### config.mk
export PLATFORM = sky130hd
export DESIGN_NAME = l2_port_arbiter
export DESIGN_NICKNAME = d
export VERILOG_FILES = /design/src/rtl/l2_port_arbiter.sv
export SDC_FILE = /design/constraint.sdc
export NUM_CORES = 1
export LEC_CHECK = 0
export ABC_AREA = 1
export BUFFER_PORTS_ARGS = -buffer_cell sky130_fd_sc_hd__buf_4
export CORE_AREA = 2 2 115 117
export DETAILED_ROUTE_END_ITERATION = 6
export DIE_AREA = 0 0 117 119
export PLACE_DENSITY = 0.78
export SLEW_MARGIN = 20
export SYNTH_ARGS = -nofsm -noshare
export SYNTH_HDL_FRONTEND = slang
export SYNTH_SLANG_ARGS = --single-unit
### constraint.sdc
create_clock -name CLK -period 4.26 [get_ports CLK]
set_input_delay 0.852 -clock CLK [delete_from_list [all_inputs] [get_ports CLK]]
set_output_delay 0.852 -clock CLK [all_outputs]
set_load 0.02 [all_outputs]
### src/rtl/l2_port_arbiter.sv
// Shares one L2 memory port between the I-cache read, D-cache read and D-cache write channels.
// One transaction in flight; fixed priority write > data read > instruction, with an instruction starvation guard.
module l2_port_arbiter #(
  parameter int ADDRESS_WIDTH = 32,
  parameter int L2_BUS_WIDTH  = 32,
  parameter int STARVE_LIMIT  = 4
) (
  input  logic                     CLK,
  input  logic                     RST,
  input  logic                     ADDRESS_TO_L2_VALID_INS,
  output logic                     ADDRESS_TO_L2_READY_INS,
  input  logic [ADDRESS_WIDTH-3:0] ADDRESS_TO_L2_INS,
  output logic                     DATA_FROM_L2_VALID_INS,
  input  logic                     DATA_FROM_L2_READY_INS,
  output logic [L2_BUS_WIDTH-1:0]  DATA_FROM_L2_INS,
  input  logic                     READ_ADDR_TO_L2_VALID_DATA,
  output logic                     READ_ADDR_TO_L2_READY_DATA,
  input  logic [ADDRESS_WIDTH-3:0] READ_ADDR_TO_L2_DATA,
  output logic                     DATA_FROM_L2_VALID_DATA,
  input  logic                     DATA_FROM_L2_READY_DATA,
  output logic [L2_BUS_WIDTH-1:0]  DATA_FROM_L2_DATA,
  input  logic                     WRITE_TO_L2_VALID_DATA,
  output logic                     WRITE_TO_L2_READY_DATA,
  input  logic [ADDRESS_WIDTH-3:0] WRITE_ADDR_TO_L2_DATA,
  input  logic [L2_BUS_WIDTH-1:0]  DATA_TO_L2_DATA,
  output logic                     WRITE_COMPLETE_DATA,
  output logic                     MEM_REQ_VALID,
  input  logic                     MEM_REQ_READY,
  output logic                     MEM_REQ_WRITE,
  output logic [ADDRESS_WIDTH-3:0] MEM_REQ_ADDR,
  output logic [L2_BUS_WIDTH-1:0]  MEM_REQ_WDATA,
  input  logic                     MEM_RESP_VALID,
  input  logic [L2_BUS_WIDTH-1:0]  MEM_RESP_DATA
);

  localparam int CW = $clog2(STARVE_LIMIT + 1);
  localparam logic [CW-1:0] STARVE_MAX = CW'(STARVE_LIMIT);

  typedef enum logic [2:0] {IDLE, ISSUE, WAIT_RESP, RESP, WR_DONE} state_t;

  state_t                   state_reg;
  logic [ADDRESS_WIDTH-3:0] addr_reg;
  logic [L2_BUS_WIDTH-1:0]  wdata_reg;
  logic [L2_BUS_WIDTH-1:0]  resp_reg;
  logic                     write_reg;
  logic                     owner_ins_reg;
  logic [CW-1:0]            starve_cnt_reg;

  logic is_idle;
  logic ins_force;
  logic grant_wr;
  logic grant_rd;
  logic grant_ins;
  logic resp_taken;

  // A saturated starvation counter lets a waiting instruction fetch jump ahead of data traffic.
  assign is_idle   = (state_reg == IDLE);
  assign ins_force = ADDRESS_TO_L2_VALID_INS && (starve_cnt_reg == STARVE_MAX);
  assign grant_wr  = is_idle && WRITE_TO_L2_VALID_DATA && !ins_force;
  assign grant_rd  = is_idle && READ_ADDR_TO_L2_VALID_DATA && !WRITE_TO_L2_VALID_DATA && !ins_force;
  assign grant_ins = is_idle && ADDRESS_TO_L2_VALID_INS &&
                     (ins_force || !(WRITE_TO_L2_VALID_DATA || READ_ADDR_TO_L2_VALID_DATA));

  assign ADDRESS_TO_L2_READY_INS    = grant_ins;
  assign READ_ADDR_TO_L2_READY_DATA = grant_rd;
  assign WRITE_TO_L2_READY_DATA     = grant_wr;

  assign MEM_REQ_VALID           = (state_reg == ISSUE);
  assign MEM_REQ_WRITE           = write_reg;
  assign MEM_REQ_ADDR            = addr_reg;
  assign MEM_REQ_WDATA           = wdata_reg;
  assign WRITE_COMPLETE_DATA     = (state_reg == WR_DONE);
  assign DATA_FROM_L2_VALID_INS  = (state_reg == RESP) && owner_ins_reg;
  assign DATA_FROM_L2_VALID_DATA = (state_reg == RESP) && !owner_ins_reg;
  assign DATA_FROM_L2_INS        = resp_reg;
  assign DATA_FROM_L2_DATA       = resp_reg;
  assign resp_taken = owner_ins_reg ? DATA_FROM_L2_READY_INS : DATA_FROM_L2_READY_DATA;

  always_ff @(posedge CLK or posedge RST) begin
    if (RST) begin
      state_reg      <= IDLE;
      addr_reg       <= '0;
      wdata_reg      <= '0;
      resp_reg       <= '0;
      write_reg      <= 1'b0;
      owner_ins_reg  <= 1'b0;
      starve_cnt_reg <= '0;
    end else begin
      case (state_reg)
        IDLE: begin
          if (grant_wr || grant_rd || grant_ins) begin
            addr_reg      <= grant_wr ? WRITE_ADDR_TO_L2_DATA :
                             grant_rd ? READ_ADDR_TO_L2_DATA : ADDRESS_TO_L2_INS;
            wdata_reg     <= grant_wr ? DATA_TO_L2_DATA : '0;
            write_reg     <= grant_wr;
            owner_ins_reg <= grant_ins;
            if (grant_ins || !ADDRESS_TO_L2_VALID_INS)
              starve_cnt_reg <= '0;
            else if (starve_cnt_reg != STARVE_MAX)
              starve_cnt_reg <= starve_cnt_reg + 1'b1;
            state_reg <= ISSUE;
          end
        end
        ISSUE: begin
          if (MEM_REQ_READY)
            state_reg <= write_reg ? WR_DONE : WAIT_RESP;
        end
        WAIT_RESP: begin
          if (MEM_RESP_VALID) begin
            resp_reg  <= MEM_RESP_DATA;
            state_reg <= RESP;
          end
        end
        RESP: begin
          if (resp_taken)
            state_reg <= IDLE;
        end
        WR_DONE: state_reg <= IDLE;
        default: state_reg <= IDLE;
      endcase
    end
  end

endmodule

# Word level (Yosys, flattened, before mapping)
# Index checks and enable logic that the tools add are counted.
dict set report totals {
  reg_bits 102
  wordCells 56
  in_bits 163
}
dict set report classes {
  addsub 1
  n_eq_ne 10
  reduce_logical 26
  n_mux 12
}
# op n
set ops {}
lappend ops {{30-bit 2-to-1 mux} 2}
lappend ops {{32-bit 2-to-1 mux} 1}
lappend ops {{3-bit 2-to-1 mux} 7}
lappend ops {{3-bit case mux with 4 select lines} 1}
lappend ops {{1-bit logical AND} 10}
lappend ops {{3-bit by 2-bit equality test with 1-bit output, second input constant} 2}
lappend ops {{3-bit equality test, second input constant} 2}
lappend ops {{1-bit logical NOT} 5}
lappend ops {{1-bit logical OR} 5}
lappend ops {{2-bit by 1-bit inequality test with 1-bit output, second input constant} 2}
lappend ops {{2-bit inequality test, second input constant} 2}
lappend ops {{2-bit AND reduction} 2}
lappend ops {{4-bit AND reduction} 1}
lappend ops {{3-bit by 1-bit adder with 3-bit output, second input constant} 1}
lappend ops {{3-bit by 1-bit equality test with 1-bit output, second input constant} 1}
lappend ops {{3-bit logical NOT} 1}
lappend ops {{3-bit inequality test, second input constant} 1}
lappend ops {{3-bit AND reduction} 1}
lappend ops {{2-bit nonzero test} 1}
lappend ops {{1-bit 2-to-1 mux} 1}

# Logic depth before layout (Yosys ltp)
# Gate-level depths: netlist (run 1).
dict set report logic_depth {
  ltp_word 8
  depth_mapped 9
}

# Worst setup path before layout (run 1)
# No wires, ideal clock.
dict set report synth_timing {
  kind {in2out}
  start {in READ_ADDR_TO_L2_VALID_DATA}
  end {out READ_ADDR_TO_L2_READY_DATA}
  arrival_ns 1.501
  path_slack_ns 1.907
  t_required_ns 3.408
  stages 5
  cell_sequence {inv_1 -> nor2_1 -> nand3_1 -> buf_2 -> inv_1}
}
dict set report synth_via {
  elab_chain_len 3
}
# element line_no
set synth_rtl {}
lappend synth_rtl {{start, declared} 16} ;# input logic READ_ADDR_TO_L2_VALID_DATA,
lappend synth_rtl {{1-bit logical AND (3 in a row)} 60} ;# assign grant_rd = is_idle && READ_ADDR_TO_L2_VALID_DATA && !WRITE_TO_L2_VALID_DATA && !ins_force;
lappend synth_rtl {{end, declared} 17} ;# output logic READ_ADDR_TO_L2_READY_DATA,
# Every way passes these cells.

# Worst setup path in the final report (run 1)
dict set report layout_timing {
  start {reg state_reg[2]}
  end {out WRITE_TO_L2_READY_DATA}
}
dict set report layout_via {
  elab_chain_len 3
}
# element line_no
set layout_rtl {}
lappend layout_rtl {{start, declared} 41} ;# state_t state_reg;
lappend layout_rtl {{start signal, assigned} 106} ;# state_reg <= write_reg ? WR_DONE : WAIT_RESP;
lappend layout_rtl {{3-bit logical NOT} 57} ;# assign is_idle = (state_reg == IDLE);
lappend layout_rtl {{1-bit logical AND (2 in a row)} 59} ;# assign grant_wr = is_idle && WRITE_TO_L2_VALID_DATA && !ins_force;
lappend layout_rtl {{end, declared} 23} ;# output logic WRITE_TO_L2_READY_DATA,
# Every way passes these cells.

==> impl_metrics.tcl, run 1 <==
set metrics [dict create \
    multi_input_area_um2 1970 \
    tightest_slew_ns 1.07 \
    h-tree-depth 3 \
    dp_hpwl_um 11300 \
    pin_count 297 \
    setup_violations 0 \
    die_w_um 117 \
    slew_headroom_pct 28.2 \
    synth_top_area_cell "dfrtp_1" \
    n_fill_cell 1184 \
    grt_pass1_wl_um 23700 \
    final-seq-area_um2 2550 \
    drv_cap 0 \
    synth_cell_types 22 \
    post-route-util_pct 57.2 \
    synthCells 610 \
    min-delay-start "MEM_REQ_ADDR[1]" \
    cts_resized 0 \
    synth.top_cells.by_area "dfrtp_1 51%, nand2_1 15%, nand3_1 7.1%, a22o_1 5.6%, nor2_1 5.0%" \
    die-area_um2 13900 \
    setup_tns_ns 0 \
    cts_tree "done" \
    cts_buffers 9 \
    min_period_over_period_pct 74.6 \
    grt_overflow 0 \
    yosys_register_bits 102 \
    slew_violations 0 \
    antennaDiodeCount 0 \
    p_leak_nw 4.10 \
    timing.rr.start "state_reg[2]" \
    cts_setup_buffers 0 \
    irDropWorstVdd_uv 416 \
    clkLatencyLatePin_ns 0.34 \
    grt_max_degree 78 \
    port_buffers 296 \
    crit_path_start "state_reg[2]" \
    grt_util_all_layers_pct 21.9 \
    grt_antenna_before_repair 0 \
    final_hold_viol_count 0 \
    ys_warn_count 0 \
    rsz0062_at_grt "false" \
    fin_skew_ns 0.0134 \
    viasPerCell 4.89 \
    drt_iter0_markers 360 \
    drive_above_1_share_pct 38.4 \
    finalCriticalPeriod_ns 3.18 \
    cp.required_ns 3.41 \
    clk_pin_slew_ns 0.07 \
    dr_total_vias 5039 \
    cts.hold.buffers_added 0 \
    postPlaceCellArea_um2 7090 \
    place_congestion 0.781 \
    hold_class "reg2reg" \
    wire_per_inst_um 15.1 \
    cts-root-buf "clkbuf_16" \
    postSynthAreaPerCell_um2 8.21 \
    cts-root-to-sink-buffers 2 \
    grt_pass1_vias 4758 \
    dr.pass1.iters 5 \
    synth_seq_area_share_pct 50.9 \
    power_per_cell_area_nw_per_um2 762 \
    max_freq_ghz 0.315 \
    whs_ns 0.484 \
    dieHeight_um 119 \
    status "finished clean" \
    layout_setup_ws_ns 1.08 \
    synth_top_area_share_pct 50.9 \
    drc 0 \
    clock-sinks 102 \
    area_growth_pct 47.0 \
    nets 1016 \
    cp-start-kind "flip-flop" \
    ant_nets 0 \
    synth.cell_area_um2 5010 \
    rows 42 \
    critPathCaptureType "output port" \
    critPathArrivalTime_ns 2.32 \
    postLayoutCellArea_um2 7360 \
    path_class "reg2out" \
    coreArea_um2 12900 \
    dp_slack_ns 1.42 \
    start_util_pct 38.9 \
    synth_fp_nets 775 \
    path_max_fanout 36 \
    wl_um 15600 \
]
==> placed cells by master (no fill, tap or decap), drive strengths merged, types with 2 or more instances in the layout <==
cell and count:
dfrtp 102, a22o 32, nor2 69, inv 21, nand3 72, ha 2
nand2 200, buf 303, nand4 31, clkbuf 9, clkinvlp 2, a21oi 2
o21ai 5
==> synth_stat cells <==
master,number
a21oi_1,2
a22o_1,32
a31oi_1,1
buf_2,28
buf_4,32
clkbuf_1,13
dfrtp_1,102
ha_1,2
inv_1,15
inv_2,3
nand2_1,198
nand2_2,2
nand3_1,71
nand3_2,1
nand3b_1,1
nand4_1,31
nor2_1,67
nor2_2,1
nor2_8,1
nor3_1,1
o21ai_0,5
xor2_1,1
==> layout make-up <==
cell class / instances / area share (%)
sequential: 102 / 34.7
clock inverter: 6 / 0.714
timing repair buffer: 303 / 30.9
inverter: 18 / 0.952
clock buffer: 9 / 3.06
tap: 176 / 2.99
multi-input combinational: 417 / 26.7
==> through the flow <==
stage	total power [mW]	cells
after CTS	5.66	1031
final	5.61	1031
after global routing	6.03	1031
after detailed placement	4.86	1016
after global placement	4.80	1016
after floorplan	3.75	610
==> final timing paths <==
check                      depth (start not counted)  slack, ns                     end
max reg2reg                                        6       1.86        MEM_REQ_WDATA[9]
max                                                6       1.08  WRITE_TO_L2_READY_DATA
min                                                2       0.48         MEM_REQ_ADDR[1]
min reg2reg                                        2       0.48         MEM_REQ_ADDR[1]
max in group asynchronous                          3       2.59    DATA_FROM_L2_DATA[8]
min in group asynchronous                          2       0.72        MEM_REQ_WDATA[3]
==> worst max-delay path: stages (launching register included) <==
cell and delay (ns):
dfrtp_1 0.38, inv_1 0.10, nand2_2 0.11, nor2_8 0.43
nand3_2 0.20, inv_2 0.50, buf_4 0.25
==> where the power goes <==
part	switching (mW)	internal, mW	total (mW)
Clock	0.385	0.403	0.788
Combinational	1.87	1.25	3.12
Sequential	0.301	1.41	1.71
==> layer usage <==
metal | share of wire (%) | GRT usage (%) | vias up
met3 | 9.1 | 6.67 | 12
met1 | 39 | 25.9 | 2356
met5 | 0 | 0 | -
met4 | 1.3 | 6.54 | 0
met2 | 50 | 37.8 | 218
li1 | - | - | 2453
==> cell families (layout without fill, tap and decap cells) <==
logic type,after synthesis,count (layout),share of synthesized area (%)
XOR/XNOR,1,1,0.175
adder cells (fa/ha/maj),2,2,0.499
buffers and inverters,91,336,9.91
flip-flops,102,102,50.9
AO/OA/AOI/OAI,40,40,6.42
AND/OR/NAND/NOR,374,374,32.0
(Power assumes the default switching activity.)
==> run 2: changes to the inputs <==
--- a/config.mk
+++ b/config.mk
@@ -5,12 +5,11 @@
 export SDC_FILE = /design/constraint.sdc
 export NUM_CORES = 1
 export LEC_CHECK = 0
-export ABC_AREA = 1
+export ABC_AREA = 0
 export BUFFER_PORTS_ARGS = -buffer_cell sky130_fd_sc_hd__buf_4
-export CORE_AREA = 2 2 115 117
+export CORE_UTILIZATION = 40
 export DETAILED_ROUTE_END_ITERATION = 6
-export DIE_AREA = 0 0 117 119
-export PLACE_DENSITY = 0.78
+export PLACE_DENSITY = 0.81
 export SLEW_MARGIN = 20
 export SYNTH_ARGS = -nofsm -noshare
 export SYNTH_HDL_FRONTEND = slang
==> constraint.sdc (replaced) <==
create_clock -name CLK -period 2.71 [get_ports CLK]
set_input_delay 0.542 -clock CLK [delete_from_list [all_inputs] [get_ports CLK]]
set_output_delay 0.542 -clock CLK [all_outputs]
set_load 0.02 [all_outputs]
==> run 2 against run 1 <==
  * First-iteration DRC count shrank 8.6%
  * Sequential power grew 65%
  * Clock power grew 55%
  * Via count shrank 4.6%
  * Critical path depth shrank 3
  * Clock skew shrank 0.0066 ns
  * Combinational power grew 60%
  * Total power grew 61%
  * Register-to-register slack lost 1.3 ns
  * Global-route usage grew 1.8 points
  * Largest cell class unchanged
  * Critical endpoint is now READ_ADDR_TO_L2_READY_DATA
  * Sequential share of layout area shrank 0.81 points
  * Cell count shrank 17%
==> impl_metrics.tcl, run 2 <==
set metrics [dict create \
    p_leak_nw 3.60 \
    yosys_register_bits 102 \
    slew_violations 0 \
    dp_hpwl_um 11600 \
    cp.required_ns 2.17 \
    min_period_over_period_pct 86.8 \
    postSynthAreaPerCell_um2 11.5 \
    p_sw_share_pct 42.6 \
    port_buffers 296 \
    area_growth_pct 47.3 \
    synth.cell_area_um2 5120 \
    synth-async-reset-ratio_pct 100 \
    drive_above_1_share_pct 55.1 \
    nets 852 \
    met1_usage_pct 27.4 \
    tightest_slew_ns 0.631 \
    cts_buffers 9 \
    clock-sinks 102 \
    cts.hold.buffers_added 0 \
    grtUsageMet2_pct 41.9 \
    p_int_mw 5.19 \
    synth_seq_area_share_pct 49.9 \
    cts_resized 0 \
    drv_cap 0 \
    slew_headroom_pct 57.9 \
    critPathCaptureType "output port" \
    rsz0062_at_grt "false" \
    final_cell_mix "310 x buf_4, 102 x dfrtp_1, 33 x o21ai_0, 33 x a22o_1, 31 x nor3b_1" \
    status "finished clean" \
    grt_pass1_wl_um 24100 \
    drt_iter0_markers 329 \
    die-area_um2 13300 \
    synthCells 445 \
    synth_top_area_cell "dfrtp_1" \
    clkPwrFrac_pct 13.5 \
    top_usage_layer "met2" \
    whs_ns 0.243 \
    cts-root-buf "clkbuf_16" \
    cpPeakStageDelay_ns 0.55 \
    post-route-util_pct 61.5 \
    ys_warn_count 0 \
    hold_class "in2async" \
    grt_antenna_before_repair 0 \
    p_seq_share_pct 31.2 \
    dr.pass1.iters 5 \
    wl_um 16000 \
    start_util_pct 41.7 \
    power_per_cell_area_nw_per_um2 1200 \
    h-tree-depth 3 \
    clkLatencyLatePin_ns 0.34 \
    dr_total_vias 4806 \
    finalCriticalPeriod_ns 2.35 \
    synth.top_cells.by_area "dfrtp_1 50%, mux2_2 6.2%, a22o_1 5.6%, buf_4 4.7%, nor3b_1 4.5%" \
    place_congestion 0.801 \
    ys_top_cells_by_count "102 x dfrtp_1, 33 x a22o_1, 33 x o21ai_0" \
    clk_pin_slew_ns 0.07 \
    cts_setup_buffers 0 \
    power_frac_comb_pct 55.3 \
    cpLargestDelayFamily "simple AND/OR/NAND/NOR gates" \
    post-synth-top-count-cell "dfrtp_1" \
    final_hold_viol_count 0 \
    max_freq_ghz 0.425 \
    viasPerCell 5.59 \
    ys.flop_type "dfrtp_1" \
    multi_input_area_um2 2110 \
    crit_slowest_cell "or3_2" \
    pin_count 297 \
    die_w_um 115 \
    synth_fp_nets 610 \
    coreArea_um2 12300 \
    fin_skew_ns 0.00681 \
    cts-root-to-sink-buffers 2 \
    final-seq-area_um2 2550 \
    grt_max_degree 80 \
    synth_edf_count 0 \
    cts_tree "done" \
    met3_usage_pct 4.85 \
    irDropWorstVdd_uv 565 \
    antennaDiodeCount 0 \
    crit_buf_inv 1 \
    critPathArrivalTime_ns 1.81 \
    dp_slack_ns 0.623 \
    synth_top_area_share_pct 49.9 \
    wire_per_inst_um 18.6 \
    dieHeight_um 115 \
    cp-start-kind "flip-flop" \
    n_fill_cell 1004 \
    path_class "reg2out" \
    final_common_cell "buf_4" \
    cp_cell_sequence "or3_2 > nor3_1 > buf_4" \
    p_switching_mw 3.86 \
    layout_setup_ws_ns 0.358 \
    setup_violations 0 \
    grt_util_all_layers_pct 23.7 \
    rows 40 \
    ant_nets 0 \
    path_max_fanout 12 \
    grt_pass1_vias 4760 \
    grt_overflow 0 \
    synth_cell_types 38 \
    setup_tns_ns 0 \
    drc 0 \
]
run 2: cell count changes after synthesis, sizes merged, moves of 30 or more:
cell	before	now
mux2	0	32
nand2	200	4
nand3	72	1
nand4	31	1
nor2	69	3
nor3b	0	31
nor4	0	30
o41ai	0	30
run 2: area by class of cell:
class	count	share of cell area [%]
clock buffer	13	3.45
tap	168	2.79
multi-input combinational	257	28.0
timing repair buffer	312	31.4
inverter	5	0.299
sequential	102	33.9
clock inverter	3	0.249
run 2: path summary, 6_finish.rpt:
check / from / to / slack [ns] / cells after the start
worst max-delay path: state_reg[1] / READ_ADDR_TO_L2_READY_DATA / 0.36 / 3
worst min-delay path: RST / DATA_FROM_L2_DATA[19] / 0.24 / 2
worst max register to register: state_reg[1] / MEM_REQ_ADDR[16] / 0.56 / 4
worst min register to register: MEM_REQ_WDATA[31] / MEM_REQ_WDATA[31] / 0.51 / 1
max in group asynchronous: RST / MEM_REQ_WDATA[27] / 1.69 / 3
min in group CLK: DATA_TO_L2_DATA[2] / MEM_REQ_WDATA[2] / 0.41 / 2
run 2: worst register-to-register path, cell delays in order, from the launching register on:
cell and delay (ns):
dfrtp_1 0.51, or3_2 0.55, buf_4 0.34, nor4_1 0.47, o41ai_1 0.14
run 2: kinds of logic after synthesis:
| family | count (synthesis) | share of synthesized area [%] |
|---|---|---|
| compound gates | 134 | 20.5 |
| fa+ha+maj | 2 | 0.489 |
| buf+inv | 86 | 9.39 |
| flops | 102 | 49.9 |
| mux | 33 | 7.24 |
| simple gates | 88 | 12.6 |
run 2: per-stage QoR:
stage	std cells	power (mW)	cell area, um2
floorplan	445	5.95	5120
global placement	844	7.70	7260
detailed placement	844	7.87	7260
CTS	860	9.12	7540
global route	860	9.54	7540
finish	860	9.05	7540
run 2: metal layers:
layer  vias up  wire [um]
met5         -          0
met4         0        359
met3        31       1270
met2       291       8320
met1      2316       6080
li1       2168          -
run 2: power by group through the flow:
stage / Combinational [mW] / Clock (mW) / Sequential, mW
finish: 5.00 / 1.22 / 2.83
global route: 5.31 / 1.32 / 2.92
CTS: 5.03 / 1.26 / 2.83
detailed placement: 5.03 / 0 / 2.84
global placement: 4.90 / 0 / 2.80
floorplan: 2.38 / 0 / 3.57
==> run 3: changes to the inputs <==
==> constraint.sdc (replaced) <==
create_clock -name CLK -period 2.71 [get_ports CLK]
set_input_delay 0.4065 -clock CLK [delete_from_list [all_inputs] [get_ports CLK]]
set_output_delay 0.4065 -clock CLK [all_outputs]
set_load 0.02 [all_outputs]
==> run 3 against run 2 <==
  * Global-route usage shrank 0.43 points
  * Combinational power is essentially flat
  * Critical path depth is the same
  * Die area is the same
  * Total power grew 0.76%
  * Register-to-register slack gained 0.05 ns
  * Non-clock buffer count shrank 1
  * Maximum frequency shrank 2.1%
  * Clock-buffer cell count shrank 4
  * Utilization grew 0.26 points
  * First-iteration DRC count grew 16%
  * Setup slack lost 0.050 ns
  * Largest cell class unchanged
==> impl_metrics.tcl, run 3 (synthesized netlist as in run 2, its figures left out) <==
set metrics [dict create \
    cts_resized 0 \
    slew_violations 0 \
    grt_max_degree 62 \
    ant_nets 0 \
    dp_hpwl_um 11500 \
    coreArea_um2 12300 \
    cp.required_ns 2.30 \
    finalCriticalPeriod_ns 2.40 \
    final_common_cell "buf_4" \
    drc 0 \
    rsz0062_at_grt "false" \
    drv_cap 0 \
    critical_path_depth 3 \
    cpLargestDelayFamily "simple AND/OR/NAND/NOR gates" \
    path_class "reg2out" \
    path_max_fanout 15 \
    n_fill_cell 1029 \
    clkPwrFrac_pct 14.5 \
    finalPower_mw 9.12 \
    min_period_over_period_pct 88.6 \
    p_int_mw 5.25 \
    critPathCaptureType "output port" \
    tightest_slew_ns 0.712 \
    port_buffers 296 \
    dieHeight_um 115 \
    p_leak_nw 3.60 \
    h-tree-depth 3 \
    final_cell_mix "308 x buf_4, 102 x dfrtp_1, 33 x o21ai_0, 33 x a22o_1, 31 x nor3b_1" \
    rows 40 \
    grt_pass1_wl_um 23800 \
    cts_setup_buffers 0 \
    power_frac_comb_pct 54.5 \
    cts-root-buf "clkbuf_16" \
    viasPerCell 5.58 \
    p_seq_share_pct 30.9 \
    grt_pass1_vias 4691 \
    dr.pass1.iters 5 \
    cts.hold.buffers_added 0 \
    hold_class "in2async" \
    ff2ff_path_depth 4 \
    max_freq_ghz 0.416 \
    crit_buf_inv 1 \
    die_w_um 115 \
    final_hold_viol_count 0 \
    drive_above_1_share_pct 55.3 \
    setup_tns_ns 0 \
    grt_util_all_layers_pct 23.2 \
    p_switching_mw 3.87 \
    status "finished clean" \
    wl_um 15700 \
    crit_slowest_cell "or3_2" \
    grt_antenna_before_repair 0 \
    fin_skew_ns 0.00797 \
    die-area_um2 13300 \
    cpPeakStageDelay_ns 0.68 \
    dp_cells 843 \
    wire_per_inst_um 18.3 \
    setup_violations 0 \
    pin_count 297 \
    antennaDiodeCount 0 \
    power_per_cell_area_nw_per_um2 1200 \
    place_congestion 0.863 \
    cts_tree "done" \
    cts_buffers 9 \
    area_growth_pct 47.9 \
    clock-sinks 102 \
    clk_pin_slew_ns 0.07 \
    dr_total_vias 4796 \
    cp-start-kind "flip-flop" \
    start_util_pct 41.7 \
    critPathArrivalTime_ns 2.00 \
    instances_no_fill 859 \
    drt_iter0_markers 382 \
    clkLatencyLatePin_ns 0.34 \
    slew_headroom_pct 52.4 \
    cts-root-to-sink-buffers 2 \
    grt_overflow 0 \
    p_sw_share_pct 42.4 \
    cp_cell_sequence "or3_2 > nor3_1 > buf_4" \
    irDropWorstVdd_uv 505 \
    nets 851 \
]
## run 3: layout make-up
cell class	instances	area, um2	area share (%)
sequential	102	2550	33.7
timing repair buffer	311	2370	31.3
multi-input combinational	257	2110	27.8
clock buffer	9	225	2.98
tap	168	210	2.78
clock inverter	7	80.1	1.06
inverter	5	22.5	0.298
## run 3: power by group through the flow
stage                     sequential, mW  clock (mW)  combinational [mW]
final                               2.82        1.33                4.97
after global routing                2.91        1.43                5.28
after detailed placement            2.83           0                5.01
after floorplan                     3.57           0                2.38
after global placement              2.80           0                4.90
after CTS                           2.82        1.36                5.01
## run 3: worst reg2reg max path, stage by stage, from the launching register on
cell	delay [ns]
dfrtp_1	0.51
or3_2	0.68
buf_4	0.28
nor4_1	0.39
o41ai_1	0.12
## run 3: path summary, 6_finish.rpt
| kind | startpoint | to | slack (ns) |
|---|---|---|---|
| min in group CLK | DATA_TO_L2_DATA[23] | MEM_REQ_WDATA[23] | 0.28 |
| max in group asynchronous | RST | MEM_REQ_ADDR[22] | 1.71 |
| worst max-delay path | state_reg[1] | READ_ADDR_TO_L2_READY_DATA | 0.31 |
| worst min-delay path | RST | MEM_REQ_WDATA[6] | 0.18 |
| worst min register to register | MEM_REQ_WDATA[20] | MEM_REQ_WDATA[20] | 0.51 |
| worst max register to register | state_reg[1] | MEM_REQ_ADDR[11] | 0.61 |
## run 3: through the flow
stage                     instance area (um2)  hold slack [ns]  utilization [%]  worst slack [ns]
after floorplan                          5120            0.479                -             0.661
after global placement                   7260            0.492             59.2             0.714
after CTS                                7570            0.199             61.7             0.319
final                                    7570            0.178             61.7             0.308
after detailed placement                 7260            0.492             59.2             0.643
after global routing                     7570            0.220             61.7             0.252
## run 3: metal layers
metal / vias up / share of wire [%] / track usage [%]
met4: 0 / 2.0 / 7.79
met3: 30 / 8.6 / 5.38
met5: - / 0 / 0
met1: 2308 / 36 / 27.3
li1: 2164 / - / -
met2: 294 / 53 / 41.7
